--- src/rtl/uart_rx_frame_check.sv ---
// Oversampled UART RX frame checker: 3-sample majority vote per bit, start-glitch,
// optional parity (compile with RX_PARITY_CHK_EN) and one/two stop-bit checks.
module uart_rx_frame_check #(
    parameter int DATA_WIDTH = 8,
    parameter int PRESCALE_W = 6
) (
    input  logic                  CLK,
    input  logic                  RST,
    input  logic                  RX_IN,
    input  logic [PRESCALE_W-1:0] prescale,
    input  logic                  PAR_EN,
    input  logic                  PAR_TYP,
    input  logic                  STOP2,
    output logic [DATA_WIDTH-1:0] data_out,
    output logic                  data_valid,
    output logic                  strt_glitch,
    output logic                  par_err,
    output logic                  stp_err,
    output logic                  busy
);
    localparam int BIT_CNT_W = $clog2(DATA_WIDTH);

`ifdef RX_PARITY_CHK_EN
    typedef enum logic [2:0] {IDLE, START, DATA, PARITY, STOP} state_t;
`else
    typedef enum logic [2:0] {IDLE, START, DATA, STOP} state_t;
`endif

    state_t                r_state;
    logic [PRESCALE_W-1:0] r_edge_cnt;
    logic [PRESCALE_W-1:0] r_prescale;
    logic [BIT_CNT_W-1:0]  r_bit_cnt;
    logic                  r_stop2;
    logic                  r_stop_cnt;
    logic                  r_s0;
    logic                  r_s1;
    logic                  r_stp_flag;
    logic [DATA_WIDTH-1:0] r_shift;
    logic [DATA_WIDTH-1:0] r_data_out;
    logic                  r_data_valid;
    logic                  r_strt_glitch;
    logic                  r_par_err;
    logic                  r_stp_err;
    logic                  r_busy;

    logic [PRESCALE_W-1:0] w_prescale_clamp;
    logic [PRESCALE_W-1:0] w_mid;
    logic [PRESCALE_W-1:0] w_next_edge;
    logic                  w_last_edge;
    logic                  w_at_s0;
    logic                  w_at_s1;
    logic                  w_at_dec;
    logic                  w_vote;
    logic                  w_par_bad;

    assign w_prescale_clamp = (prescale < PRESCALE_W'(4)) ? PRESCALE_W'(4) : prescale;
    assign w_mid            = r_prescale >> 1;
    assign w_last_edge      = (r_edge_cnt == r_prescale - 1'b1);
    assign w_next_edge      = w_last_edge ? '0 : r_edge_cnt + 1'b1;
    assign w_at_s0          = (r_edge_cnt == w_mid - 1'b1);
    assign w_at_s1          = (r_edge_cnt == w_mid);
    assign w_at_dec         = (r_edge_cnt == w_mid + 1'b1);
    // third sample is the live line at the decision edge
    assign w_vote           = (r_s0 & r_s1) | (r_s0 & RX_IN) | (r_s1 & RX_IN);

`ifdef RX_PARITY_CHK_EN
    logic r_par_en;
    logic r_par_typ;
    logic r_par_flag;
    logic w_par_exp;
    assign w_par_exp = (^r_shift) ^ r_par_typ;
    assign w_par_bad = r_par_flag;
`else
    logic w_unused_par;
    assign w_unused_par = PAR_EN ^ PAR_TYP;
    assign w_par_bad    = 1'b0;
`endif

    always_ff @(posedge CLK) begin
        r_data_valid  <= 1'b0;
        r_strt_glitch <= 1'b0;
        r_par_err     <= 1'b0;
        r_stp_err     <= 1'b0;
        if (RST) begin
            r_state    <= IDLE;
            r_edge_cnt <= '0;
            r_prescale <= '0;
            r_bit_cnt  <= '0;
            r_stop2    <= 1'b0;
            r_stop_cnt <= 1'b0;
            r_s0       <= 1'b0;
            r_s1       <= 1'b0;
            r_stp_flag <= 1'b0;
            r_shift    <= '0;
            r_data_out <= '0;
            r_busy     <= 1'b0;
`ifdef RX_PARITY_CHK_EN
            r_par_en   <= 1'b0;
            r_par_typ  <= 1'b0;
            r_par_flag <= 1'b0;
`endif
        end else begin
            if (r_state != IDLE && w_at_s0) r_s0 <= RX_IN;
            if (r_state != IDLE && w_at_s1) r_s1 <= RX_IN;
            case (r_state)
                IDLE: begin
                    if (!RX_IN) begin
                        r_state    <= START;
                        r_edge_cnt <= PRESCALE_W'(1);
                        r_prescale <= w_prescale_clamp;
                        r_stop2    <= STOP2;
                        r_bit_cnt  <= '0;
                        r_stop_cnt <= 1'b0;
                        r_stp_flag <= 1'b0;
                        r_busy     <= 1'b1;
`ifdef RX_PARITY_CHK_EN
                        r_par_en   <= PAR_EN;
                        r_par_typ  <= PAR_TYP;
                        r_par_flag <= 1'b0;
`endif
                    end
                end
                START: begin
                    r_edge_cnt <= w_next_edge;
                    if (w_at_dec && w_vote) begin
                        r_strt_glitch <= 1'b1;
                        r_state       <= IDLE;
                        r_busy        <= 1'b0;
                        r_edge_cnt    <= '0;
                    end else if (w_last_edge) begin
                        r_state <= DATA;
                    end
                end
                DATA: begin
                    r_edge_cnt <= w_next_edge;
                    if (w_at_dec) r_shift <= {w_vote, r_shift[DATA_WIDTH-1:1]};
                    if (w_last_edge) begin
                        if (r_bit_cnt == BIT_CNT_W'(DATA_WIDTH - 1)) begin
                            r_bit_cnt <= '0;
`ifdef RX_PARITY_CHK_EN
                            r_state   <= r_par_en ? PARITY : STOP;
`else
                            r_state   <= STOP;
`endif
                        end else begin
                            r_bit_cnt <= r_bit_cnt + 1'b1;
                        end
                    end
                end
`ifdef RX_PARITY_CHK_EN
                PARITY: begin
                    r_edge_cnt <= w_next_edge;
                    if (w_at_dec && (w_vote != w_par_exp)) r_par_flag <= 1'b1;
                    if (w_last_edge) r_state <= STOP;
                end
`endif
                STOP: begin
                    r_edge_cnt <= w_next_edge;
                    if (w_last_edge) r_stop_cnt <= 1'b1;
                    if (w_at_dec) begin
                        // last stop bit: leave early so a back-to-back start is not missed
                        if (r_stop_cnt == r_stop2) begin
                            r_state    <= IDLE;
                            r_busy     <= 1'b0;
                            r_edge_cnt <= '0;
                            if (w_par_bad || r_stp_flag || !w_vote) begin
                                r_par_err <= w_par_bad;
                                r_stp_err <= r_stp_flag | ~w_vote;
                            end else begin
                                r_data_valid <= 1'b1;
                                r_data_out   <= r_shift;
                            end
                        end else if (!w_vote) begin
                            r_stp_flag <= 1'b1;
                        end
                    end
                end
                default: begin
                    r_state <= IDLE;
                    r_busy  <= 1'b0;
                end
            endcase
        end
    end

    assign data_out    = r_data_out;
    assign data_valid  = r_data_valid;
    assign strt_glitch = r_strt_glitch;
    assign par_err     = r_par_err;
    assign stp_err     = r_stp_err;
    assign busy        = r_busy;

endmodule
--- config.mk ---
export PLATFORM = sky130hd
export DESIGN_NAME = uart_rx_frame_check
export DESIGN_NICKNAME = d
export VERILOG_FILES = /design/src/rtl/uart_rx_frame_check.sv
export SDC_FILE = /design/constraint.sdc
export NUM_CORES = 1
export LEC_CHECK = 0
export CAP_MARGIN = 20
export CORE_ASPECT_RATIO = 1.25
export CORE_UTILIZATION = 40
export DETAILED_ROUTE_END_ITERATION = 12
export GPL_TIMING_DRIVEN = 0
export PLACE_DENSITY = 0.7
export SYNTH_ARGS = -nofsm -noshare
export SYNTH_HDL_FRONTEND = slang
export SYNTH_SLANG_ARGS = --single-unit
--- constraint.sdc ---
create_clock -name CLK -period 3.6 [get_ports CLK]
set_input_delay 0.72 -clock CLK [delete_from_list [all_inputs] [get_ports CLK]]
set_output_delay 0.72 -clock CLK [all_outputs]
set_load 0.02 [all_outputs]
==> out/metrics.cfg <==
[status]
status=finished, final reports clean

[finish]
multi_input_area_sq_mm=0.00134
nFillCells=528
area_growth_pct=17.0
regArea_sq_um=841
final_util_pct=48.9
fin_nets=304
diodes=0
drive_above_1_share_pct=8.39

[route]
firstDrtPassIters=4
routedWlPerCell_microns=14.1
drt-total-wl_mm=4.93
via_per_inst=5.44
antenna_left=0
drtIter0Drc=174
vias=1903
drc_errors=0

[clock_network]
path_clk_slew_ns=0.08
htreeDepth=2
postCtsSetupBuffers=0
clockRootBuffer=clkbuf_8
cts_tree=built
ctsLongestPathBuffers=2
post_cts_resize_count=0
cts_made_buffers=5
postCtsHoldBufs=0
clock_latency_ns=0.30
clock_sinks=42

[global_route]
grt_max_degree=14
grt_pass1_vias=1757
grt_overflow_total=0
antenna_found_initial=0
track_usage_pct=16.9
grt_pass1_wl_mm=8.11

[synth]
yosysWarnings=0
yosys-top-cells-area=dfxtp_1, mux2i_1, xnor2_1, nor2_1, ha_1
synthesis.area_sq_mm=0.00229
syn-instance-count=258
syn_area_per_cell_sq_um=8.88
yosysMostFrequentCell=dfxtp_1
synth_edf_count=0
ys_seq_elements=42
syn_nets=277
synth_ff_type=dfxtp_1
synth_common_cells=dfxtp_1, nor2_1, nand2_1
async_flop_share_pct=0
synth_top_area_share_pct=36.7
yosys.area.top_type=dfxtp_1
synthDistinctLibCells=52
seq_area_frac_synth_pct=36.7

[pwr]
p_int_w=0.000739
p_leak_nw=0.929
swShare_pct=26.5
clkPwrFrac_pct=37.0
max-vdd-ir-drop_uv=236
finalPower_w=0.00100
seq_power_share_pct=48.0
pwr-share-comb_pct=15.0
power_density_mw_per_mm2=375
p_switching_w=0.000266

[sta]
rsz0062_at_grt=no
slew_violations=0
worst_pin_slew_ns=0.689
fmax_mhz=356
setup-violations-final=0
period_needed_ns=2.81
fin_crit_sh_pct=78.0
tns_ns=0
maxSlewHeadroom_pct=53.7
clock_skew_ns=0.0103
hold_viol=0

[placed_design]
place.gp.congestion=0.855
io_buffers=20
dp_hpwl_mm=3.58

[worst_setup_path]
end_kind=register
r2r-end=data_out[6]
r2r_slack_ns=0.79
worstRegToRegCells=9
cp-startpoint=r_prescale[2]
crit_type=reg2reg
worstPathArrival_ns=2.97
crit_fanout=10
start_kind=register
crit_path_end=data_out[6]
required_ns=3.77
reg2reg_from=r_prescale[2]

[floorplanning]
start_util_pct=41.8
die-width_microns=69.7
rows=30
die_area_sq_mm=0.00604
dieHeight_microns=86.6
io_pins=25
coreArea_sq_mm=0.00548

[min_path]
min_path_type=reg2reg
whs_path_depth=2

[flow_run]
drv_cap=0

[sequential cells by signal, summed over array words and instances, names as in the netlist, 2 cells and up]
| signal | count |
|---|---|
| data_out | 8 |
| r_shift | 8 |
| r_edge_cnt | 6 |
| r_prescale | 6 |
| r_bit_cnt | 3 |
| r_state | 2 |
[how the worst min path moves through the flow]
stage                     startpoint    endpoint  slack (ns)
after floorplan           r_stp_flag  r_stp_flag        0.43
after global placement    r_stp_flag  r_stp_flag        0.44
after detailed placement  r_stp_flag  r_stp_flag        0.44
after CTS                 r_stp_flag  r_stp_flag        0.46
after global routing      r_stop_cnt  r_stop_cnt        0.49
final                     r_stp_flag  r_stp_flag        0.46
[kinds of logic after synthesis]
kind of cell	synth area share, %
compound gates	13.8
xor+xnor	7.59
fa+ha+maj	4.26
buf+inv	4.86
flops	36.7
mux	7.86
other cells	0.164
simple gates	24.7
[through the flow]
stage	std cells	hold WS (ns)	setup WS [ns]	cell area [sq um]
3_3_place_gp	342	0.441	0.635	2570
3_5_place_dp	342	0.444	0.629	2570
6_report	350	0.455	0.792	2680
2_1_floorplan	258	0.427	1.15	2290
4_1_cts	350	0.459	0.751	2680
5_1_grt	350	0.493	0.515	2680
[routing by layer]
metal | vias up | part of all wire, % | GRT usage [%]
met3 | 6 | 2.9 | 3.37
li1 | 964 | - | -
met1 | 903 | 45 | 19.1
met4 | 0 | 1.4 | 7.09
met5 | - | 0 | 0
met2 | 30 | 51 | 31.1
[critical path, stage by stage, from the launching register on]
cell and delay (ns):
dfxtp_1 0.33, buf_2 0.21, inv_1 0.12, ha_1 0.29
xnor2_1 0.19, nor2b_1 0.19, nand4_2 0.30, nor4_4 0.73
mux2i_1 0.26, nor2_1 0.06
[cell type report]
type / instances / area share, %
Buffer: 17 / 2.89
Timing Repair Buffer: 20 / 7.47
Tap cell: 64 / 2.99
Clock buffer: 5 / 2.57
Clock inverter: 3 / 1.49
Sequential cell: 42 / 31.4
Inverter: 9 / 1.26
Multi-Input combinational cell: 190 / 50.0
[cell usage in the layout (no fill, tap or decap), types with 2 or more instances in the layout]
cell and instances:
a21boi_0 2, a21oi_1 12, a22o_1 5, a22oi_1 2, and2_1 3, and3_1 3, buf_2 5, buf_4 2
clkbuf_1 10, clkbuf_8 5, clkdlybuf4s50_1 20, clkinv_2 2, dfxtp_1 42, ha_1 7, inv_1 9, mux2i_1 18
nand2_1 19, nand2b_1 2, nand3_1 7, nand4_1 3, nor2_1 28, nor2b_1 5, nor3_1 5, nor3b_1 2
nor4_1 8, o211ai_1 2, o21ai_0 5, o311ai_0 3, o41ai_1 4, or3_1 4, xnor2_1 15, xor2_1 3
[power by group through the flow]
stage,clock network (W),logic (W),registers (W)
final,0.000371,0.000151,0.000483
after global routing,0.000395,0.000166,0.000484
after CTS,0.000376,0.000150,0.000483
after detailed placement,0,0.000149,0.000494
after global placement,0,0.000147,0.000493
after floorplan,0,0.000111,0.000492
Power figures use the tool's default switching activity.
